File: src/rtl/fifo_defs.sv
// -----------------------------------------------------------------------------
// fifo_defs
//   Shared definitions for the extended synchronous FIFO.
//   - FWFT_MODE / REG_MODE : read-mode selector values for the FWFT parameter
//   - clog2()              : ceiling log2 usable in constant expressions
//   - is_pow2()            : power-of-two test
//   - params_ok()          : combined legality check of the FIFO parameters,
//                            evaluated at elaboration time by the top level
// -----------------------------------------------------------------------------
package fifo_defs;

    localparam bit FWFT_MODE = 1'b1;
    localparam bit REG_MODE  = 1'b0;

    // Ceiling log2; clog2(1) == 0, clog2(16) == 4, clog2(17) == 5.
    function automatic int unsigned clog2(input int unsigned value);
        int unsigned result;
        int unsigned rem;
        result = 32'd0;
        rem    = (value == 32'd0) ? 32'd0 : value - 32'd1;
        for (int i = 0; i < 32; i++) begin
            if (rem != 32'd0) begin
                result = result + 32'd1;
                rem    = rem >> 1;
            end
        end
        return result;
    endfunction

    function automatic bit is_pow2(input int unsigned value);
        return (value != 32'd0) && ((value & (value - 32'd1)) == 32'd0);
    endfunction

    function automatic bit params_ok(
        input int unsigned width,
        input int unsigned depth,
        input int unsigned af_thresh,
        input int unsigned ae_thresh
    );
        return (width >= 32'd1) &&
               (depth >= 32'd2) && is_pow2(depth) &&
               (af_thresh >= 32'd1) && (af_thresh <= depth) &&
               (ae_thresh <= depth - 32'd1);
    endfunction

endpackage

File: src/rtl/fifo_ram.sv
// -----------------------------------------------------------------------------
// fifo_ram
//   DEPTH x WIDTH storage array for fifo_sync_ext. One synchronous write port,
//   one asynchronous (combinational) read port. Contents are deliberately not
//   reset: the FIFO tracks validity through its pointers and count.
//
//   clk_i    in   clock
//   we_i     in   write enable
//   waddr_i  in   write address
//   wdata_i  in   write data
//   raddr_i  in   read address
//   rdata_o  out  read data, mem[raddr_i]
// -----------------------------------------------------------------------------
module fifo_ram
    import fifo_defs::*;
#(
    parameter int unsigned WIDTH = 8,
    parameter int unsigned DEPTH = 16
) (
    input  logic                      clk_i,
    input  logic                      we_i,
    input  logic [clog2(DEPTH)-1:0]   waddr_i,
    input  logic [WIDTH-1:0]          wdata_i,
    input  logic [clog2(DEPTH)-1:0]   raddr_i,
    output logic [WIDTH-1:0]          rdata_o
);

    logic [WIDTH-1:0] mem_q [DEPTH];

    // Storage write port
    always_ff @(posedge clk_i) begin
        if (we_i) begin
            mem_q[waddr_i] <= wdata_i;
        end
    end

    assign rdata_o = mem_q[raddr_i];

endmodule

File: src/rtl/fifo_sync_ext.sv
// -----------------------------------------------------------------------------
// fifo_sync_ext
//   Synchronous FIFO buffering bytes between the host writer and the UART TX
//   shifter. Adds FWFT or registered read mode, a fill-level count,
//   programmable almost-full/almost-empty flags, synchronous flush and sticky
//   overflow/underflow error flags.
//
//   clk           in   clock, rising edge
//   rst           in   asynchronous active-high reset
//   flush         in   synchronous clear of pointers, count and error flags
//   wr_en         in   write request
//   data_in       in   write data
//   rd_en         in   read (pop) request
//   data_out      out  FWFT=1: head entry; FWFT=0: registered read data
//   data_valid    out  FWFT=0: one-cycle pulse on read data update; 0 if FWFT=1
//   full          out  count == DEPTH
//   empty         out  count == 0
//   almost_full   out  count >= AF_THRESH
//   almost_empty  out  count <= AE_THRESH
//   count         out  number of entries held
//   overflow      out  sticky: a write was dropped
//   underflow     out  sticky: a read was attempted while empty
// -----------------------------------------------------------------------------
module fifo_sync_ext
    import fifo_defs::*;
#(
    parameter int unsigned WIDTH     = 8,
    parameter int unsigned DEPTH     = 16,
    parameter int unsigned AF_THRESH = 12,
    parameter int unsigned AE_THRESH = 2,
    parameter bit          FWFT      = FWFT_MODE
) (
    input  logic                    clk,
    input  logic                    rst,
    input  logic                    flush,
    input  logic                    wr_en,
    input  logic [WIDTH-1:0]        data_in,
    input  logic                    rd_en,
    output logic [WIDTH-1:0]        data_out,
    output logic                    data_valid,
    output logic                    full,
    output logic                    empty,
    output logic                    almost_full,
    output logic                    almost_empty,
    output logic [clog2(DEPTH):0]   count,
    output logic                    overflow,
    output logic                    underflow
);

    localparam int unsigned AW = clog2(DEPTH);
    localparam int unsigned PW = AW + 1;

    localparam logic [PW-1:0] ZERO_C  = {PW{1'b0}};
    localparam logic [PW-1:0] ONE_C   = PW'(1);
    localparam logic [PW-1:0] DEPTH_C = PW'(DEPTH);
    localparam logic [PW-1:0] AF_C    = PW'(AF_THRESH);
    localparam logic [PW-1:0] AE_C    = PW'(AE_THRESH);

    // Reject illegal parameter sets at elaboration
    if (!params_ok(WIDTH, DEPTH, AF_THRESH, AE_THRESH)) begin : g_param_err
        $error("fifo_sync_ext: illegal WIDTH/DEPTH/AF_THRESH/AE_THRESH");
    end

    // Registered state
    logic [PW-1:0]    wr_ptr_q, wr_ptr_d;
    logic [PW-1:0]    rd_ptr_q, rd_ptr_d;
    logic [PW-1:0]    count_q,  count_d;
    logic             ovf_q,    ovf_d;
    logic             udf_q,    udf_d;
    logic [WIDTH-1:0] dout_q,   dout_d;
    logic             dvalid_q, dvalid_d;

    // Decoded status and handshakes
    logic             empty_s;
    logic             full_s;
    logic             rd_acc_s;
    logic             wr_acc_s;
    logic             ram_we_s;
    logic [WIDTH-1:0] ram_rdata_s;

    assign empty_s  = (count_q == ZERO_C);
    assign full_s   = (count_q == DEPTH_C);
    assign rd_acc_s = rd_en && !empty_s;
    // A pop in the same cycle frees a slot, so a write while full still lands.
    assign wr_acc_s = wr_en && (!full_s || rd_acc_s);
    // flush wins over a concurrent write; storage is left untouched.
    assign ram_we_s = wr_acc_s && !flush;

    fifo_ram #(
        .WIDTH (WIDTH),
        .DEPTH (DEPTH)
    ) u_ram (
        .clk_i   (clk),
        .we_i    (ram_we_s),
        .waddr_i (wr_ptr_q[AW-1:0]),
        .wdata_i (data_in),
        .raddr_i (rd_ptr_q[AW-1:0]),
        .rdata_o (ram_rdata_s)
    );

    // Next-state computation for pointers, count, error flags and read register
    always_comb begin
        wr_ptr_d = wr_ptr_q;
        rd_ptr_d = rd_ptr_q;
        count_d  = count_q;
        ovf_d    = ovf_q;
        udf_d    = udf_q;
        dout_d   = dout_q;
        dvalid_d = 1'b0;

        if (flush) begin
            wr_ptr_d = ZERO_C;
            rd_ptr_d = ZERO_C;
            count_d  = ZERO_C;
            ovf_d    = 1'b0;
            udf_d    = 1'b0;
            dvalid_d = 1'b0;
        end else begin
            if (wr_acc_s) begin
                wr_ptr_d = wr_ptr_q + ONE_C;
            end else begin
                wr_ptr_d = wr_ptr_q;
            end

            if (rd_acc_s) begin
                rd_ptr_d = rd_ptr_q + ONE_C;
                dout_d   = ram_rdata_s;
                dvalid_d = 1'b1;
            end else begin
                rd_ptr_d = rd_ptr_q;
                dout_d   = dout_q;
                dvalid_d = 1'b0;
            end

            case ({wr_acc_s, rd_acc_s})
                2'b10:   count_d = count_q + ONE_C;
                2'b01:   count_d = count_q - ONE_C;
                default: count_d = count_q;
            endcase

            // A write with rd_en alongside while full is a pass-through, not a drop.
            if (wr_en && full_s && !rd_en) begin
                ovf_d = 1'b1;
            end else begin
                ovf_d = ovf_q;
            end

            if (rd_en && empty_s) begin
                udf_d = 1'b1;
            end else begin
                udf_d = udf_q;
            end
        end
    end

    // State registers with asynchronous reset
    always_ff @(posedge clk or posedge rst) begin
        if (rst) begin
            wr_ptr_q <= ZERO_C;
            rd_ptr_q <= ZERO_C;
            count_q  <= ZERO_C;
            ovf_q    <= 1'b0;
            udf_q    <= 1'b0;
            dout_q   <= {WIDTH{1'b0}};
            dvalid_q <= 1'b0;
        end else begin
            wr_ptr_q <= wr_ptr_d;
            rd_ptr_q <= rd_ptr_d;
            count_q  <= count_d;
            ovf_q    <= ovf_d;
            udf_q    <= udf_d;
            dout_q   <= dout_d;
            dvalid_q <= dvalid_d;
        end
    end

    // Outputs are decoded from registered state only.
    assign full         = full_s;
    assign empty        = empty_s;
    assign almost_full  = (count_q >= AF_C);
    assign almost_empty = (count_q <= AE_C);
    assign count        = count_q;
    assign overflow     = ovf_q;
    assign underflow    = udf_q;
    assign data_out     = (FWFT == FWFT_MODE) ? ram_rdata_s : dout_q;
    assign data_valid   = (FWFT == FWFT_MODE) ? 1'b0 : dvalid_q;

endmodule

File: config.mk
export PLATFORM = sky130hd
export DESIGN_NAME = fifo_sync_ext
export DESIGN_NICKNAME = d
export VERILOG_FILES = /design/src/rtl/fifo_defs.sv /design/src/rtl/fifo_ram.sv /design/src/rtl/fifo_sync_ext.sv
export SDC_FILE = /design/constraint.sdc
export NUM_CORES = 1
export LEC_CHECK = 0
export ABC_CLOCK_PERIOD_IN_PS = 2890
export BUFFER_PORTS_ARGS = -buffer_cell sky130_fd_sc_hd__buf_4
export CELL_PAD_IN_SITES_DETAIL_PLACEMENT = 0
export CELL_PAD_IN_SITES_GLOBAL_PLACEMENT = 2
export CORE_MARGIN = 5
export CORE_UTILIZATION = 30
export DETAILED_ROUTE_END_ITERATION = 10
export GPL_ROUTABILITY_DRIVEN = 0
export PLACE_DENSITY_LB_ADDON = 0.1
export SLEW_MARGIN = 20
export SYNTH_ARGS = -nofsm -noshare
export SYNTH_HDL_FRONTEND = slang
export SYNTH_SLANG_ARGS = --single-unit
File: constraint.sdc
create_clock -name clk -period 2.89 [get_ports clk]
set_input_delay 0.578 -clock clk [delete_from_list [all_inputs] [get_ports clk]]
set_output_delay 0.578 -clock clk [all_outputs]
set_load 0.005 [all_outputs]
==> Word level (Yosys, flattened, before mapping) <==
Memories as Yosys holds them, arrays and structs flattened.
Cells that the tools add are included.
W data, S select, Z words.
{ "totals": {"regBits": 17, "ramBits": 128, "input_bits": 13, "output_inout_bits": 20, "wordCells": 44, "memories": 1} }
{ "mem_list": {"columns": ["memory", "depth", "width", "read_ports", "rd_clocked_by_memory_dff", "wr", "line", "rtl"], "rows": [
  ["u_ram.mem_q", 16, 8, 1, 0, 1, "fifo_ram.sv:28", "logic [WIDTH-1:0] mem_q [DEPTH];"]
]} }
{ "op_classes": {"n_addsub": 4, "magnitude_cmp": 2, "eq_ne": 3, "muxes": 12, "reduce_logical": 17} }
{ "ops": {"columns": ["op", "count"], "rows": [
  ["$mux W5", 5],
  ["$add A5 B1 Y5 const B", 3],
  ["$pmux W5 S2", 1],
  ["$reduce_bool A2 Y1", 4],
  ["$logic_and A1 B1 Y1", 6],
  ["$mux W1", 6],
  ["$eq A5 B5 Y1 const B", 1],
  ["$ge A5 B4 Y1 const B", 1],
  ["$le A5 B2 Y1 const B", 1],
  ["$logic_not A5 Y1", 1],
  ["$sub A5 B1 Y5 const B", 1],
  ["$logic_not A1 Y1", 4],
  ["$reduce_bool A3 Y1", 1],
  ["$eq A2 B1 Y1 const B", 1],
  ["$eq A2 B2 Y1 const B", 1],
  ["$logic_or A1 B1 Y1", 1]
]} }

==> Longest topological paths before layout <==
Gate-level depths: netlist of run 1.
{ "logic_depth": {"word_depth": 8, "mapped_depth": 9, "mapped_depth_nobuf": 8} }

==> Cells and area by module <==
A second synthesis of run 1 with hierarchy kept.
{ "hier_totals": {"cells_unflattened": 328, "hier_area_um2": 6005.8} }
{ "modules_own_cells": {"columns": ["mod", "n_inst", "cells_each", "area_per_inst_um2", "seq_area_each_um2"], "rows": [
  ["fifo_ram", 1, 221, 4987.3, 3843.7],
  ["fifo_sync_ext", 1, 107, 1018.5, 375.4]
]} }

==> Least setup slack after synthesis of run 1 <==
OpenSTA, ideal clock, no wires.
{ "synth_path": {"path_type": "register -> register", "start": "register count_q[3] (netlist: count[3])", "end": "register count_q[3] (netlist: count[3])", "setup_ns": 0.065, "arrival_time_ns": 2.593, "required_time_ns": 2.825, "slack_ns": 0.232, "stages_incl_launch_ff": 10, "n_path_buf": 1, "synth_period_minus_slack_ns": 2.658, "cell_sequence": "dfrtp_1 or4_1 buf_6 o211ai_4 inv_1 ha_1 a21o_1 and3_1 a2111oi_0 mux2_4"} }
{ "synth_between": {"elab_chain_len": 8, "word_cells_on_any_way": 14, "cone_classes": "add/sub: 2; eq/ne: 3; mux: 2; reduce/logical: 7"} }
{ "synth_rtl": {"columns": ["item", "line", "rtl"], "rows": [
  ["from (decl)", "fifo_sync_ext.sv:67", "logic [PW-1:0] count_q, count_d;"],
  ["from (signal assigned)", "fifo_sync_ext.sv:169", "count_q <= count_d;"],
  ["$logic_not A5 Y1", "fifo_sync_ext.sv:81", "assign empty_s = (count_q == ZERO_C);"],
  ["$logic_not A1 Y1", "fifo_sync_ext.sv:83", "assign rd_acc_s = rd_en && !empty_s;"],
  ["$logic_and A1 B1 Y1", "fifo_sync_ext.sv:83", null],
  ["$logic_or A1 B1 Y1", "fifo_sync_ext.sv:85", "assign wr_acc_s = wr_en && (!full_s || rd_acc_s);"],
  ["$logic_and A1 B1 Y1", "fifo_sync_ext.sv:85", null],
  ["$eq A2 B1 Y1 or $eq A2 B2 Y1 (tied branches)", "fifo_sync_ext.sv:135", "case ({wr_acc_s, rd_acc_s})"],
  ["$pmux W5 S2", "fifo_sync_ext.sv:135", null],
  ["$mux W5", "fifo_sync_ext.sv:111", "if (flush) begin"]
]} }
Several ways; a longest one is shown, not always the timed one.
A chain may end at the register's enable or synchronous reset.

==> Worst setup path in the final report of run 1 <==
{ "layout_path": {"start": "register rd_ptr_q[2]", "end": "output data_out[3]"} }
{ "layout_between": {"elab_chain_len": 1} }
{ "layout_rtl": {"columns": ["item", "line", "rtl"], "rows": [
  ["from (decl)", "fifo_sync_ext.sv:66", "logic [PW-1:0] rd_ptr_q, rd_ptr_d;"],
  ["from (signal assigned)", "fifo_sync_ext.sv:168", "rd_ptr_q <= rd_ptr_d;"],
  ["$mem_v2 Z16 W8", null, null],
  ["to (decl)", "fifo_sync_ext.sv:39", "output logic [WIDTH-1:0] data_out,"]
]} }
Every way passes these cells.

==> impl_metrics.tcl, run 1 <==
set metrics [dict create \
    outcome "complete, but fails checks" \
    violations "negative setup slack" \
    seq_area_frac_synth 0.7024 \
    p_total_mw 5.792 \
    slew_headroom 0.3981 \
    viasPerCell 4.804 \
    async_flop_share 0.1049 \
    comb_power_share 0.240 \
    die_w_um 151.5 \
    num_vias 3358 \
    numCtsBuffers 17 \
    io_buffers 31 \
    grt_pass1_vias 3469 \
    skew_ps 8.248 \
    synth_area_per_cell_um2 16.55 \
    fp.dieArea_mm2 0.02295 \
    yosysUniqueCellTypes 48 \
    yosys_register_bits 143 \
    cp.depth 6 \
    cpMaxStageDelayCell "a221oi_1" \
    fp.dieH_um 151.5 \
    swShare 0.2808 \
    coreArea_mm2 0.01959 \
    fin_crit_ps 2905 \
    cp_slowest_stage_delay_ps 580 \
    worstPathRequired_ps 2310 \
    synth_commonest_cells "edfxtp_1 (128), mux2i_1 (34), nor2_1 (29)" \
    tightestPinTransition_ps 899.5 \
    holdBufCountCts 0 \
    path_cells "and2_1 -> buf_4 -> a221oi_1 -> o21ai_0 -> nand2_1 -> buf_4" \
    cts-root-buf "clkbuf_16" \
    min_path_type "primary input to asynchronous set/reset pin" \
    worst_path_most_repeated_cell "buf_4" \
    clkTransAtPathRegs_ps 60 \
    crit_type "flop to output port" \
    start_util 0.3066 \
    setup-violations-final 1 \
    cts_tree "yes" \
    p_seq_frac 0.410 \
    cts_buffer_depth 2 \
    grt.overflow.total 0 \
    start_kind "flop" \
    post-route-period-util 1.005 \
    rows 51 \
    drive_gt1_frac 0.2673 \
    cts.sinks 143 \
    p_switching_mw 1.627 \
    synth_top_area_cell "edfxtp_1" \
    arrival_ps 2330 \
    grt.total_usage 0.1340 \
    drtAntennaViolNets 0 \
    synth_cells 363 \
    diodes 0 \
    cap_violations 0 \
    fmax_mhz 344.3 \
    rsz0062_at_grt "true" \
    drc 0 \
    multi_input_area_mm2 0.001659 \
    synth_nets 385 \
    p_clk_frac 0.350 \
    firstDrtPassIters 4 \
    dp_hpwl_um 9324 \
    ys_dominant_reg_cell "edfxtp_1" \
    yosysMostFrequentCell "edfxtp_1" \
    clock_latency_ps 410 \
    yosys.area.top_type_share 0.6399 \
    yosys_warnings 0 \
    drt_first_iter_violations 247 \
    power.density_mw_per_mm2 797.2 \
    synthesis.area_mm2 0.006007 \
    end_kind "output port" \
    worst_slack_ps -14.54 \
    final-hold-violation-count 0 \
    p_int_mw 4.166 \
    critical_path_buf_inv_count 2 \
    htree_num_levels 4 \
    grt_pass1_wl_um 22000 \
    cts_setup_buffers 0 \
    p_leak_nw 2.508 \
    grt_start_max_net_pins 33 \
    hold_slack_ps 268.5 \
    register_area_mm2 0.004220 \
    r2r_cells 8 \
    fin_nets 445 \
    fillers 1898 \
    post_drt_wl_per_cell_um 20.68 \
    totalWireLength_um 14450 \
    area.growth.synth_to_final_pct 20.95 \
    synth_edf_count 128 \
    synth_area_leaders "edfxtp_1 (64%), dfrtp_1 (6.2%), mux4_2 (6.0%), mux2i_1 (5.7%), a221oi_1 (2.3%)" \
    io_pins 33 \
    worst-path-max-fanout 17 \
    drv_slew 0 \
    vdd_ir_drop_max_mv 0.4113 \
    antenna_found_initial 0 \
    cp_top_family "compound AO/OA/AOI/OAI gates" \
]
## power groups by stage
stage / clock, mW / combinational (mW) / sequential, mW
floorplan: 0 / 0.916 / 2.41
global placement: 0 / 1.43 / 2.42
detailed placement: 0 / 1.43 / 2.42
CTS: 2.08 / 1.44 / 2.37
global route: 2.17 / 1.54 / 2.38
finish: 2.03 / 1.39 / 2.37
## final timing paths
path	to	startpoint	slack [ps]
worst min register to register	underflow	underflow	500
worst min-delay path	underflow	rst	270
worst max-delay path	data_out[3]	rd_ptr_q[2]	-10
worst max register to register	count[3]	count[3]	310
max in group asynchronous	rd_ptr_q[0]	rst	2140
min in group clk	count[4]	wr_en	470
## registers in the layout (all words and copies together) (netlist names)
signal	count
u_ram.mem_q	128
count	5
rd_ptr_q	4
wr_ptr_q	4
overflow	1
underflow	1
## cells by family (layout without fill, tap and decap cells)
group | count (synthesis) | after routing | synth area share
AO/OA/AOI/OAI | 59 | 59 | 0.07811
XOR/XNOR | 7 | 7 | 0.01021
adder cells (fa/ha/maj) | 9 | 9 | 0.02000
buffers and inverters | 30 | 101 | 0.02249
flip-flops | 143 | 143 | 0.7024
multiplexers | 51 | 51 | 0.1191
other | 1 | 1 | 0.0006243
AND/OR/NAND/NOR | 63 | 63 | 0.04708
## placed cells by master, fill, tap and decap left out, types with 2 or more instances in the layout
cell          n
a31oi_1       2
clkbuf_16    17
a2111oi_0     2
nor2_1       29
a21oi_1       4
a22oi_1       8
mux2i_1      34
o2111ai_1     3
ha_1          8
buf_4        59
or2_2         2
o211ai_1      2
nand3_1       4
inv_1         9
o21ai_0      11
clkinv_2      2
nand2_1      14
inv_6         3
a211oi_1      2
clkinvlp_4    4
nor2b_1       3
xor2_1        3
mux4_2       16
dfrtp_1      14
edfxtp_1    128
a221oi_1     15
xnor2_1       4
clkinv_4      2
nor3_1        3
## routing by layer
metal	global-route usage	wire length, µm
met2	0.2074	7029
met4	0.04178	177
met1	0.1894	6864
met3	0.02885	382
met5	0	0
## per-stage QoR
step	area [µm²]	setup TNS, ps	std cells	util	worst slack, ps
after CTS	7266	0	699	0.3709	2.513
after global routing	7266	-189.1	699	0.3709	-45.85
after detailed placement	6713	0	669	0.3427	289.7
after global placement	6713	0	669	0.3427	336.9
after floorplan	6007	0	363	-	231.8
final	7266	-14.54	699	0.3709	-14.54
## area by class of cell
cell class                 count  share of cell area
clock buffer                  18             0.05907
multi-input combinational    190              0.2283
timing repair buffer          61             0.06527
sequential                   143              0.5809
tap                          265             0.04563
clock inverter                12             0.01567
inverter                      10            0.005166
## repair_timing
action	CTS	global route
endpoints found under the hold margin	0	0
resized for setup	2	0
endpoints found under the setup margin	2	5
cloned	0	0
Note: power is estimated with default switching activity, not from simulation.
==> run 2, diff against run 1 <==
--- a/config.mk
+++ b/config.mk
@@ -14,6 +14,8 @@
 export DETAILED_ROUTE_END_ITERATION = 10
 export GPL_ROUTABILITY_DRIVEN = 0
 export PLACE_DENSITY_LB_ADDON = 0.1
+export RECOVER_POWER = 50
+export SKIP_CTS_REPAIR_TIMING = 1
 export SLEW_MARGIN = 20
 export SYNTH_ARGS = -nofsm -noshare
 export SYNTH_HDL_FRONTEND = slang
==> impl_metrics.tcl, run 2 (synthesis gave the netlist of run 1 again) <==
set metrics [dict create \
    setup-violations-final 1 \
    dpl_cell_area_mm2 0.006713 \
    final_cell_mix "edfxtp_1 (128), buf_4 (44), mux2i_1 (34)" \
    dp_hpwl_um 9324 \
    end_kind "output port" \
    cts_tree "yes" \
    post-route-util 0.3684 \
    io_pins 33 \
    area.growth.synth_to_final_pct 20.14 \
    cap_violations 0 \
    viasPerCell 4.854 \
    crit_type "flop to output port" \
    post_drt_wl_per_cell_um 20.66 \
    grt.overflow.total 0 \
    worst_slack_ps -41.36 \
    p_leak_nw 2.459 \
    min_path_type "primary input to asynchronous set/reset pin" \
    start_kind "flop" \
    diodes 0 \
    r2r-start "count[3]" \
    drtAntennaViolNets 0 \
    cp_top_family "compound AO/OA/AOI/OAI gates" \
    totalWireLength_um 14440 \
    io_buffers 31 \
    final-hold-violation-count 0 \
    path_cells "and2_1 -> buf_4 -> a221oi_1 -> o21ai_0 -> nand2_1 -> buf_4" \
    cpMaxStageDelayCell "a221oi_1" \
    htree_num_levels 4 \
    drive_gt1_frac 0.2373 \
    dp_slack_ps 289.7 \
    drc 0 \
    fmax_mhz 341.1 \
    place_inst 669 \
    clkTransAtPathRegs_ps 60 \
    grt_start_max_net_pins 33 \
    reg_top3 "u_ram.mem_q x128, count x5" \
    cp_slowest_stage_delay_ps 590 \
    layout.cells.non_filler 699 \
    final_area_mm2 0.007217 \
    arrival_ps 2350 \
    worst_path_most_repeated_cell "buf_4" \
    worstPathRequired_ps 2310 \
    power.density_mw_per_mm2 798.3 \
    firstDrtPassIters 4 \
    grt_pass1_vias 3463 \
    die_w_um 151.5 \
    cts.sinks 143 \
    r2r_end "count[3]" \
    drv_slew 0 \
    fp.dieH_um 151.5 \
    violations "negative setup slack" \
    grt_pass1_wl_um 21990 \
    num_vias 3393 \
    grt.total_usage 0.1340 \
    worst-path-max-fanout 17 \
    fin_crit_ps 2931 \
    slew_headroom 0.3997 \
    critical_path_buf_inv_count 2 \
    fin_nets 445 \
    p_total_mw 5.762 \
    antenna_found_initial 0 \
    rows 51 \
    r2r_slack_ps 310 \
    largest_reg_flops 128 \
    vdd_ir_drop_max_mv 0.4108 \
    post-route-period-util 1.014 \
    tightestPinTransition_ps 897.1 \
    skew_ps 9.262 \
    cp.depth 6 \
    fp.dieArea_mm2 0.02295 \
    numCtsBuffers 17 \
    hold_slack_ps 270.8 \
    clock_latency_ps 410 \
    coreArea_mm2 0.01959 \
    final_common_cell "edfxtp_1" \
    regMostFlops "u_ram.mem_q" \
    outcome "complete, but fails checks" \
    drt_first_iter_violations 239 \
    start_util 0.3066 \
    rsz0062_at_grt "true" \
    cts-root-buf "clkbuf_16" \
    cts_buffer_depth 2 \
    setup_tns_ps -41.36 \
    r2r_cells 8 \
]
[run 2: worst register-to-register path, delay by kind of cell (launching register included)]
| kind | cells | cell delay, ps |
|---|---|---|
| multiplexers | 1 | 220 |
| adder cells (fa/ha/maj) | 1 | 290 |
| AO/OA/AOI/OAI | 3 | 750 |
| AND/OR/NAND/NOR | 2 | 760 |
| flip-flops | 1 | 370 |
| buffers and inverters | 1 | 140 |
[run 2: area by class of cell]
cell class | count | area [µm²]
Fill cell | 1909 | 12370
Sequential cell | 143 | 4220
Multi-Input combinational cell | 190 | 1659
Clock buffer | 18 | 429.2
Timing Repair Buffer | 61 | 425.4
Tap cell | 265 | 331.6
Clock inverter | 12 | 113.9
Inverter | 10 | 37.54
[run 2: routing by layer]
metal | GRT usage | wire [µm] | up-vias
met1 | 0.1894 | 6744 | 1755
met5 | 0 | 0 | -
met3 | 0.02885 | 474 | 13
met2 | 0.2074 | 7053 | 64
met4 | 0.04178 | 167 | 0
li1 | - | - | 1561
[run 2: how the worst max path moves through the flow]
| stage | from | endpoint | slack, ps |
|---|---|---|---|
| finish | rd_ptr_q[2] | data_out[3] | -40 |
| global route | rd_ptr_q[2] | data_out[3] | -50 |
| CTS | rd_ptr_q[2] | data_out[7] | -110 |
| detailed placement | count[3] | count[3] | 290 |
| global placement | rd_ptr_q[2] | data_out[7] | 340 |
| floorplan | count[3] | count[3] | 230 |
[run 2: where the power goes]
| part | switching, mW | internal [mW] | leakage (nW) |
|---|---|---|---|
| clock network | 0.844 | 1.18 | 0.255 |
| registers | 0.0564 | 2.32 | 1.35 |
| logic | 0.725 | 0.639 | 0.849 |
| total | 1.63 | 4.14 | 2.46 |
==> run 3, diff against run 2 <==
--- a/config.mk
+++ b/config.mk
@@ -7,10 +7,12 @@
 export LEC_CHECK = 0
 export ABC_CLOCK_PERIOD_IN_PS = 2890
 export BUFFER_PORTS_ARGS = -buffer_cell sky130_fd_sc_hd__buf_4
+export CAP_MARGIN = 40
 export CELL_PAD_IN_SITES_DETAIL_PLACEMENT = 0
 export CELL_PAD_IN_SITES_GLOBAL_PLACEMENT = 2
 export CORE_MARGIN = 5
-export CORE_UTILIZATION = 30
+export CORE_UTILIZATION = 47
+export CTS_BUF_LIST = sky130_fd_sc_hd__clkbuf_8
 export DETAILED_ROUTE_END_ITERATION = 10
 export GPL_ROUTABILITY_DRIVEN = 0
 export PLACE_DENSITY_LB_ADDON = 0.1
==> impl_metrics.tcl, run 3 (synthesis gave the netlist of run 1 again) <==
set metrics [dict create \
    clock_latency_ps 440 \
    diodes 0 \
    largest_reg_flops 128 \
    skew_ps 11.43 \
    dp_slack_ps 344.9 \
    r2r-start "count[2]" \
    min_path_type "primary input to asynchronous set/reset pin" \
    start_util 0.4779 \
    rsz0062_at_grt "true" \
    post-route-period-util 0.9592 \
    fin_crit_ps 2772 \
    cpMaxStageDelayCell "a221oi_1" \
    rows 41 \
    grt_pass1_wl_um 19620 \
    grt.total_usage 0.1809 \
    slew_headroom 0.5449 \
    final-hold-violation-count 0 \
    drv_slew 0 \
    fp.dieH_um 123.1 \
    arrival_ps 2190 \
    coreArea_mm2 0.01257 \
    htree_num_levels 4 \
    worst_path_most_repeated_cell "buf_4" \
    drive_gt1_frac 0.2713 \
    drc 0 \
    die_w_um 123.1 \
    cts.sinks 143 \
    vdd_ir_drop_max_mv 0.4467 \
    regMostFlops "u_ram.mem_q" \
    io_buffers 31 \
    post-route-util 0.5606 \
    r2r_slack_ps 340 \
    totalWireLength_um 12610 \
    grt_start_max_net_pins 21 \
    setup_tns_ps 0 \
    outcome "complete, no violations" \
    crit_type "flop to output port" \
    p_total_mw 5.307 \
    start_kind "flop" \
    worstPathRequired_ps 2310 \
    drt_first_iter_violations 275 \
    critical_path_buf_inv_count 3 \
    io_pins 33 \
    path_cells "buf_4 -> and2_1 -> buf_4 -> a221oi_1 -> o21ai_0 -> nand2_1 -> buf_4" \
    setup-violations-final 0 \
    grt.overflow.total 0 \
    worst_slack_ps 118.0 \
    antenna_found_initial 0 \
    cp_top_family "compound AO/OA/AOI/OAI gates" \
    cts_buffer_depth 2 \
    num_vias 3314 \
    viasPerCell 5.460 \
    final_cell_mix "edfxtp_1 (128), buf_4 (44), mux2i_1 (34)" \
    fmax_mhz 360.8 \
    post_drt_wl_per_cell_um 20.77 \
    cts_tree "yes" \
    fin_nets 446 \
    p_leak_nw 2.441 \
    firstDrtPassIters 4 \
    cap_violations 0 \
    dp_hpwl_um 8284 \
    r2r_end "count[3]" \
    drtAntennaViolNets 0 \
    tightestPinTransition_ps 682.6 \
    cp_slowest_stage_delay_ps 460 \
    power.density_mw_per_mm2 753.3 \
    grt_pass1_vias 3294 \
    area.growth.synth_to_final_pct 17.29 \
    cts-root-buf "clkbuf_8" \
    worst-path-max-fanout 17 \
    numCtsBuffers 17 \
    hold_slack_ps 216.3 \
    final_common_cell "edfxtp_1" \
    reg_top3 "u_ram.mem_q x128, count x5" \
    end_kind "output port" \
    clkTransAtPathRegs_ps 80 \
    r2r_cells 8 \
    fp.dieArea_mm2 0.01514 \
]
-- run 3: how the worst max path moves through the flow --
stage	from	end	slack, ps	cells past startpoint
finish	rd_ptr_q[2]	data_out[3]	120	7
global route	rd_ptr_q[2]	data_out[4]	-10	7
CTS	rd_ptr_q[1]	data_out[5]	-60	6
detailed placement	count[2]	count[3]	340	8
global placement	count[3]	count[3]	370	8
floorplan	count[3]	count[3]	230	9
-- run 3: report_power, final --
| group | internal (mW) | total [mW] | leakage (nW) | switching, mW |
|---|---|---|---|---|
| Combinational | 0.710 | 1.41 | 0.903 | 0.696 |
| Sequential | 2.32 | 2.40 | 1.35 | 0.0835 |
| Clock | 0.761 | 1.50 | 0.185 | 0.740 |
-- run 3: cell type report --
cell class	instances	area [µm²]
clock buffers	17	234.0
multi-input cells	190	1723
fillers	1014	5523
inverters	10	41.29
flip-flops and latches	143	4224
well taps	172	215.2
repair buffers	62	465.4
clock inverters	13	142.6
-- run 3: routing by layer --
metal,share of wire,track usage,vias up,wire length [µm]
met4,0.0052,0.06228,0,65
met3,0.056,0.04117,4,712
li1,-,-,1556,-
met5,0,0,-,0
met2,0.48,0.2737,82,6100
met1,0.45,0.2607,1672,5731
-- run 3: per-stage QoR --
step / instance area [µm²] / instances
after floorplan: 6007 / 363
after global placement: 6584 / 571
after detailed placement: 6591 / 572
after CTS: 6968 / 602
after global routing: 7046 / 607
final: 7046 / 607
